## config.mk

```make
export PLATFORM = sky130hd
export DESIGN_NAME = speed_actuator_flat
export DESIGN_NICKNAME = d
export VERILOG_FILES = /design/src/rtl/speed_actuator_if.sv /design/src/rtl/speed_actuator.sv /design/src/flat_wrapper.sv
export SDC_FILE = /design/constraint.sdc
export NUM_CORES = 1
export LEC_CHECK = 0
export CAP_MARGIN = 10
export CORE_MARGIN = 2
export CORE_UTILIZATION = 38
export CTS_CLUSTER_DIAMETER = 40
export DETAILED_ROUTE_END_ITERATION = 8
export GPL_TIMING_DRIVEN = 0
export MAX_ROUTING_LAYER = met4
export PLACE_DENSITY = 0.55
export SYNTH_ARGS = -nofsm -noshare
export SYNTH_HDL_FRONTEND = slang
export SYNTH_SLANG_ARGS = --single-unit
```

## constraint.sdc

```tcl
create_clock -name clk -period 6.25 [get_ports clk]
set_input_delay 0.625 -clock clk [delete_from_list [all_inputs] [get_ports clk]]
set_output_delay 0.625 -clock clk [all_outputs]
set_load 0.005 [all_outputs]
```

## src/rtl/speed_actuator_if.sv

```systemverilog
// ============================================================================
// Module   : speed_actuator_if
// Purpose  : Command/status bundle between the drive FSM and speed_actuator.
// Revision : 1.0 - initial release
// ============================================================================
`default_nettype none

interface speed_actuator_if;
    logic       accelerate_car;
    logic       unlock_req;
    logic [7:0] car_speed;
    logic       tick;
    logic       stopped;
    logic       door_unlock;
    logic [1:0] motion_state;

    modport master (
        output accelerate_car,
        output unlock_req,
        input  car_speed,
        input  tick,
        input  stopped,
        input  door_unlock,
        input  motion_state
    );

    modport slave (
        input  accelerate_car,
        input  unlock_req,
        output car_speed,
        output tick,
        output stopped,
        output door_unlock,
        output motion_state
    );
endinterface

`default_nettype wire

```

## src/rtl/speed_actuator.sv

```systemverilog
// ============================================================================
// Module   : speed_actuator
// Purpose  : Rate-limited speed ramp and gated door-unlock strobe driven by
//            accelerate/unlock commands from the drive FSM.
// Revision : 1.0 - initial release
// ============================================================================
`default_nettype none

module speed_actuator #(
    parameter int TICK_DIV     = 16,
    parameter int ACCEL_STEP   = 2,
    parameter int DECEL_STEP   = 1,
    parameter int BRAKE_STEP   = 4,
    parameter int MAX_SPEED    = 200,
    parameter int UNLOCK_DELAY = 4
) (
    input  wire logic       clk,
    input  wire logic       rst,
    speed_actuator_if.slave bus
);

    localparam int c_PRESC_W = (TICK_DIV > 1) ? $clog2(TICK_DIV) : 1;
    localparam int c_CNT_W   = $clog2(UNLOCK_DELAY + 1);
    localparam logic [c_PRESC_W-1:0] c_PRESC_LAST = c_PRESC_W'(TICK_DIV - 1);
    localparam logic [c_CNT_W-1:0]   c_CNT_MAX    = c_CNT_W'(UNLOCK_DELAY);

    typedef enum logic [1:0] {
        ST_STOPPED = 2'b00,
        ST_ACCEL   = 2'b01,
        ST_DECEL   = 2'b10,
        ST_BRAKE   = 2'b11
    } state_t;

    state_t                 r_state;
    state_t                 w_state_nxt;
    logic [c_PRESC_W-1:0]   r_presc;
    logic                   w_tick;
    logic [7:0]             r_speed;
    logic [7:0]             w_speed_nxt;
    logic [8:0]             w_sum;
    logic                   r_stopped;
    logic [c_CNT_W-1:0]     r_cnt;
    logic                   r_door;
    logic                   w_unlock_ok;

    assign w_tick = (r_presc == c_PRESC_LAST);

    always_ff @(posedge clk or posedge rst) begin
        if (rst) begin
            r_presc <= '0;
        end else if (w_tick) begin
            r_presc <= '0;
        end else begin
            r_presc <= r_presc + 1'b1;
        end
    end

    // Unlock outranks accelerate in every state.
    always_comb begin
        w_state_nxt = r_state;
        case (r_state)
            ST_STOPPED: begin
                if (bus.accelerate_car && !bus.unlock_req) w_state_nxt = ST_ACCEL;
            end
            ST_ACCEL: begin
                if (bus.unlock_req)           w_state_nxt = ST_BRAKE;
                else if (!bus.accelerate_car) w_state_nxt = ST_DECEL;
            end
            ST_DECEL: begin
                if (bus.unlock_req)          w_state_nxt = ST_BRAKE;
                else if (bus.accelerate_car) w_state_nxt = ST_ACCEL;
                else if (r_speed == 8'd0)    w_state_nxt = ST_STOPPED;
            end
            ST_BRAKE: begin
                if (!bus.unlock_req && bus.accelerate_car) w_state_nxt = ST_ACCEL;
                else if (r_speed == 8'd0)                  w_state_nxt = ST_STOPPED;
                else if (!bus.unlock_req)                  w_state_nxt = ST_DECEL;
            end
            default: w_state_nxt = ST_STOPPED;
        endcase
    end

    // 9-bit sum so the clamp catches results beyond 255 as well.
    assign w_sum = {1'b0, r_speed} + 9'(ACCEL_STEP);

    always_comb begin
        w_speed_nxt = r_speed;
        if (w_tick) begin
            case (r_state)
                ST_ACCEL: w_speed_nxt = (w_sum > 9'(MAX_SPEED)) ? 8'(MAX_SPEED) : w_sum[7:0];
                ST_DECEL: w_speed_nxt = (r_speed >= 8'(DECEL_STEP)) ? r_speed - 8'(DECEL_STEP) : 8'd0;
                ST_BRAKE: w_speed_nxt = (r_speed >= 8'(BRAKE_STEP)) ? r_speed - 8'(BRAKE_STEP) : 8'd0;
                default:  w_speed_nxt = 8'd0;
            endcase
        end
    end

    always_ff @(posedge clk or posedge rst) begin
        if (rst) begin
            r_state   <= ST_STOPPED;
            r_speed   <= 8'd0;
            r_stopped <= 1'b1;
        end else begin
            r_state   <= w_state_nxt;
            r_speed   <= w_speed_nxt;
            r_stopped <= (w_state_nxt == ST_STOPPED);
        end
    end

    assign w_unlock_ok = (r_state == ST_STOPPED) && bus.unlock_req && (r_speed == 8'd0);

    always_ff @(posedge clk or posedge rst) begin
        if (rst) begin
            r_cnt  <= '0;
            r_door <= 1'b0;
        end else begin
            if (!w_unlock_ok) begin
                r_cnt <= '0;
            end else if (w_tick && (r_cnt != c_CNT_MAX)) begin
                r_cnt <= r_cnt + 1'b1;
            end
            r_door <= w_unlock_ok && (r_cnt == c_CNT_MAX);
        end
    end

    assign bus.car_speed    = r_speed;
    assign bus.tick         = w_tick;
    assign bus.stopped      = r_stopped;
    assign bus.door_unlock  = r_door;
    assign bus.motion_state = r_state;

endmodule

`default_nettype wire
```

## src/flat_wrapper.sv

```systemverilog
// flat-port wrapper written by rule: the top's interface ports become plain ports
module speed_actuator_flat 
#(
    parameter int TICK_DIV     = 16,
    parameter int ACCEL_STEP   = 2,
    parameter int DECEL_STEP   = 1,
    parameter int BRAKE_STEP   = 4,
    parameter int MAX_SPEED    = 200,
    parameter int UNLOCK_DELAY = 4
)
  (clk, rst, bus_accelerate_car, bus_unlock_req, bus_car_speed, bus_tick, bus_stopped, bus_door_unlock, bus_motion_state);
  speed_actuator_if bus_i ();
  input  wire logic clk;
  input  wire logic rst;
  input wire logic [$bits(bus_i.accelerate_car)-1:0] bus_accelerate_car;
  input wire logic [$bits(bus_i.unlock_req)-1:0] bus_unlock_req;
  output wire logic [$bits(bus_i.car_speed)-1:0] bus_car_speed;
  output wire logic [$bits(bus_i.tick)-1:0] bus_tick;
  output wire logic [$bits(bus_i.stopped)-1:0] bus_stopped;
  output wire logic [$bits(bus_i.door_unlock)-1:0] bus_door_unlock;
  output wire logic [$bits(bus_i.motion_state)-1:0] bus_motion_state;
  assign bus_i.accelerate_car = bus_accelerate_car;
  assign bus_i.unlock_req = bus_unlock_req;
  assign bus_car_speed = bus_i.car_speed;
  assign bus_tick = bus_i.tick;
  assign bus_stopped = bus_i.stopped;
  assign bus_door_unlock = bus_i.door_unlock;
  assign bus_motion_state = bus_i.motion_state;
  speed_actuator #(.TICK_DIV(TICK_DIV), .ACCEL_STEP(ACCEL_STEP), .DECEL_STEP(DECEL_STEP), .BRAKE_STEP(BRAKE_STEP), .MAX_SPEED(MAX_SPEED), .UNLOCK_DELAY(UNLOCK_DELAY)) u_core (.clk(clk), .rst(rst), .bus(bus_i));
endmodule
```

Word-level counts from Yosys, hierarchy flattened
Cells that the tools add are included.

word-level totals
  input bits = 4
  output and inout bits = 13
  word-level logic and storage cells = 47
  memory bits (read-only) = 0
  register bits = 19
  bits in latches = 0
  RAM bits = 0
  memories kept = 0

operators by class
  multipliers = 0
  $add $sub $neg = 5
  equal/unequal tests = 7
  shift operators = 0
  order comparisons = 3
  multiplexer cells = 17
  reductions and logical operators = 9
  div/mod/pow operators = 0
  bitwise gates (word level) = 0

operators with widths
  cell                   count
  $mux W8                3
  $pmux W8 S3            1
  $mux W2                9
  $add A8 B2 Y9 const B  1
  $gt A9 B8 Y1 const B   1
  $ge A8 B1 Y1 const B   1
  $ge A8 B3 Y1 const B   1
  $logic_not A8 Y1       1
  $pmux W2 S4            1
  $sub A8 B1 Y8 const B  1
  $sub A8 B3 Y8 const B  1
  $mux W3                2
  $logic_and A1 B1 Y1    5
  $add A4 B1 Y4 const B  1
  $eq A2 B2 Y1 const B   2
  $eq A4 B4 Y1 const B   1
  $logic_not A2 Y1       2
  $mux W4                1
  $add A3 B1 Y3 const B  1
  $eq A3 B3 Y1 const B   1
  $ne A3 B3 Y1 const B   1
  $eq A2 B1 Y1 const B   1
  $ne A2 B2 Y1 const B   1
  $logic_not A1 Y1       1

Depth between registers and ports, before layout
  word-level depth = 6
  gate-level depth with buffers = 9

Worst setup path before layout
Ideal clock, no wire load.

  kind = reg-to-reg
  start point = register u_core.r_speed[3], in the netlist u_core.bus.car_speed[3]
  end point = register u_core.r_speed[3], in the netlist u_core.bus.car_speed[3]
  cell stages (with the launch flop) = 10
  arrival = 1.995 ns
  path buffers = 1
  setup slack = 4.129 ns
  period minus slack after synthesis = 2.121 ns
  data required time = 6.124 ns
  path through = dfrtp_1 buf_2 inv_1 ha_1 nor3b_1 o311a_1 nand2b_4 o22ai_2 o31a_1 o32a_1

between the ends
  word-level cells in the longest chain between the ends = 4

RTL lines
  item                    RTL line               source
  start, declared         speed_actuator.sv:38   logic [7:0] r_speed;
  start signal, assigned  speed_actuator.sv:105  r_speed <= w_speed_nxt;
  $add A8 B2 Y9           speed_actuator.sv:84   assign w_sum = {1'b0, r_speed} + 9'(ACCEL_STEP);
  $gt A9 B8 Y1            speed_actuator.sv:90   ST_ACCEL: w_speed_nxt = (w_sum > 9'(MAX_SPEED)) ? 8'(MAX_SPEED) : w_sum[7:0];
  $mux W8                 speed_actuator.sv:90
  $pmux W8 S3 (*)         speed_actuator.sv:89   case (r_state)

Every way passes the cells marked *; elsewhere a longest branch is shown, timed or not.
A chain may end at the register's enable or synchronous reset.

Worst setup path in the final report
  start point = register u_core.r_presc[0]
  end point = output port bus_tick

between the ends
  word-level cells in the longest chain between the ends = 1

RTL lines
  item                    RTL line              source
  start, declared         speed_actuator.sv:36  logic [c_PRESC_W-1:0] r_presc;
  start signal, assigned  speed_actuator.sv:54  r_presc <= r_presc + 1'b1;
  $eq A4 B4 Y1            speed_actuator.sv:46  assign w_tick = (r_presc == c_PRESC_LAST);
  end, declared           flat_wrapper.sv:18    output wire logic [$bits(bus_i.tick)-1:0] bus_tick;

No other way between the ends.

==> flow_summary.json <==
{
  "pwr-share-comb": 0.634,
  "cts-hold-fix-buffers": 0,
  "mappedNetlistNets": 195,
  "layout.nets": 216,
  "die_w_um": 67.4,
  "cp_data_required_time_ps": 5620,
  "die_h_um": 67.4,
  "design_area_sq_um": 1790,
  "p_seq_frac": 0.251,
  "cts_tree": "built",
  "start_kind": "flip-flop",
  "synth_area_per_cell_sq_um": 8.52,
  "post_dp_cell_area_sq_um": 1750,
  "rr_startpoint": "u_core.bus.car_speed[2]",
  "htreeDepth": 1,
  "crit_type": "reg -> out",
  "grt_pass1_vias": 1438,
  "postCtsResizedCells": 0,
  "leakagePower_nw": 0.743,
  "overflow": 0,
  "drive_above_1_share": 0.101,
  "place_hpwl_mm": 2.94,
  "worstRegToRegCells": 7,
  "p_per_area_nw_per_um2": 430,
  "drc": 0,
  "n_antenna_cell": 0,
  "ir_worst_vdd_v": 0.000232,
  "cts_max_path_buffers": 2,
  "postCtsSetupBuffers": 0,
  "cts_sinks": 19,
  "reg2reg_slack_ps": 3630,
  "syn_area_sq_um": 1530,
  "holdPathStages": 1,
  "ys_seq_area_frac": 0.313,
  "first_pass_iters": 4,
  "synthArstFlopShare": 1.00,
  "relSlewSlack": 0.497,
  "antenna_found_initial": 0,
  "outcome": "completed",
  "hold_violations": 0,
  "worst_pin_slew_ps": 754,
  "yosys_register_bits": 19,
  "fin_setup_tns_ps": 0,
  "areaGrowthSynthToFinish_pct": 17.6,
  "r2r-end": "u_core.bus.car_speed[7]",
  "swShare": 0.477,
  "critPathMaxFanout": 10,
  "port_buffers": 16,
  "io-pin-count": 17,
  "clk_latency_ps": 260,
  "skew_ps": 7.29,
  "p_clk_frac": 0.115,
  "synth_flop_cell": "dfrtp_1",
  "slew_violations": 0,
  "grt_max_degree": 20,
  "vias": 1470,
  "netlist-cell-type-count": 57,
  "syn_inst": 179,
  "routedWlPerCell_um": 16.1,
  "wl_mm": 4.01,
  "num_rows": 23,
  "hold_path.class": "reg -> reg",
  "cts_root_buffer": "clkbuf_8",
  "hold_path_startpoint": "u_core.r_presc[0]",
  "core_area_sq_um": 3940,
  "setup_viol_count_final": 0,
  "finalCritPeriodShare": 0.442,
  "drt-vias-per-instance": 5.90,
  "fin_crit_ps": 2760,
  "worst_hold_slack_ps": 489,
  "postRouteAntennaNets": 0,
  "initialDrtViolationCount": 82,
  "clk_pin_slew_ps": 70,
  "max_freq_ghz": 0.362,
  "cts_made_buffers": 3,
  "utilization": 0.455,
  "switchingPower_mw": 0.368,
  "rsz0062_at_grt": "false",
  "intPower_mw": 0.404,
  "drv_cap": 0,
  "synth_edf_count": 0,
  "start_util": 0.387,
  "holdPathEnd": "u_core.r_presc[0]",
  "end_kind": "output pin",
  "dieArea_sq_um": 4540,
  "grt_pass1_wl_mm": 6.81,
  "yosys_warnings": 0,
  "place.gp.congestion": 0.917,
  "cp.arrival_ps": 2140,
  "track_usage": 0.202
}
## Yosys cell counts (all sizes together) (2+ instances only)
cell type / count / area [sq um]
ha: 12 / 150
nand2: 13 / 51.3
nand4: 2 / 12.5
o211ai: 4 / 30.0
buf: 3 / 27.5
inv: 12 / 45.0
a21oi: 8 / 40.0
a22oi: 3 / 22.5
nor3: 7 / 35.0
xnor2: 4 / 35.0
o22ai: 4 / 31.3
a211o: 2 / 17.5
nand2b: 5 / 38.8
clkbuf: 5 / 20.0
o21ai: 13 / 68.8
nand3: 7 / 35.0
nor4: 2 / 12.5
a31oi: 3 / 18.8
o311a: 2 / 20.0
nor2: 18 / 67.6
dfrtp: 18 / 450
a31o: 2 / 17.5
a21boi: 2 / 15.0
## cell usage in the layout, fill, tap and decap left out, types with 2 or more instances in the layout
| cell | Yosys | final |
|---|---|---|
| clkbuf_8 | 0 | 3 |
| inv_1 | 12 | 12 |
| nand3_1 | 7 | 7 |
| nor4_1 | 2 | 2 |
| a21boi_0 | 2 | 2 |
| a31o_2 | 2 | 2 |
| nand2_1 | 12 | 12 |
| xnor2_1 | 4 | 4 |
| clkdlybuf4s50_1 | 0 | 16 |
| nor3_1 | 7 | 7 |
| o22ai_1 | 3 | 3 |
| nand2b_1 | 4 | 4 |
| a211o_1 | 2 | 2 |
| ha_1 | 12 | 12 |
| nor2_1 | 18 | 18 |
| buf_6 | 2 | 2 |
| a31oi_1 | 3 | 3 |
| o211ai_1 | 4 | 4 |
| a22oi_1 | 3 | 3 |
| a21oi_1 | 8 | 8 |
| clkbuf_1 | 4 | 4 |
| nand4_1 | 2 | 2 |
| o311a_1 | 2 | 2 |
| dfrtp_1 | 18 | 18 |
| o21ai_0 | 12 | 12 |
## power by group through the flow
stage / logic, mW / clock network (mW) / registers, mW
2_1_floorplan: 0.337 / 0 / 0.187
3_3_place_gp: 0.471 / 0 / 0.195
3_5_place_dp: 0.480 / 0 / 0.196
4_1_cts: 0.482 / 0.0901 / 0.194
5_1_grt: 0.542 / 0.0967 / 0.200
6_report: 0.489 / 0.0889 / 0.194
## per-stage QoR
stage               setup WS (ps)  power, mW  std cells
floorplan                    4130      0.523        179
global placement             3740      0.667        245
detailed placement           3700      0.676        245
CTS                          3480      0.766        249
global route                 3320      0.839        249
finish                       3490      0.772        249
## worst max-delay path by stage
| stage | from | to | slack, ps | cells after the start |
|---|---|---|---|---|
| 4_1_cts | u_core.r_presc[0] | bus_tick | 3480 | 4 |
| 3_3_place_gp | u_core.bus.car_speed[2] | u_core.bus.car_speed[7] | 3740 | 7 |
| 6_report | u_core.r_presc[0] | bus_tick | 3490 | 4 |
| 5_1_grt | u_core.r_presc[0] | bus_tick | 3320 | 4 |
| 3_5_place_dp | u_core.bus.car_speed[2] | u_core.bus.car_speed[7] | 3700 | 7 |
| 2_1_floorplan | u_core.bus.car_speed[3] | u_core.bus.car_speed[3] | 4130 | 9 |
## critical path, stage by stage (launching register included)
cell	delay, ps
dfrtp_1	410
ha_1	250
nand3_1	270
clkinv_1	400
clkdlybuf4s50_1	560
## routing by layer
layer	global-route usage	vias to the layer above	part of all wire
met1	0.268	692	0.48
met2	0.321	65	0.45
li1	-	703	-
met3	0.0233	10	0.048
met4	0.0689	0	0.022
met5	-	-	0
## cell families (layout without fill, tap and decap cells)
| family | Yosys count | in the layout | synth area share |
|---|---|---|---|
| AO/OA/AOI/OAI | 57 | 57 | 0.268 |
| adder cells (fa/ha/maj) | 12 | 12 | 0.0984 |
| XOR/XNOR | 5 | 5 | 0.0287 |
| AND/OR/NAND/NOR | 63 | 63 | 0.215 |
| buffers and inverters | 21 | 41 | 0.0632 |
| flip-flops | 19 | 19 | 0.313 |
| multiplexers | 2 | 2 | 0.0139 |
## area by class of cell
class | count | area, sq um
fill | 391 | 2150
multi-input combinational | 139 | 952
buffer | 8 | 47.5
timing repair buffer | 16 | 160
sequential | 19 | 477
tap | 50 | 62.6
inverter | 13 | 48.8
clock buffer | 3 | 41.3
clock inverter | 1 | 5.00
## flip-flops by register name, indices dropped and copies added (netlist names)
register and cells:
u_core.bus.door_unlock 1, u_core.r_presc 4, u_core.bus.stopped 1, u_core.bus.car_speed 8
u_core.r_cnt 3, u_core.bus.motion_state 2
Power figures use the tool's default switching activity.
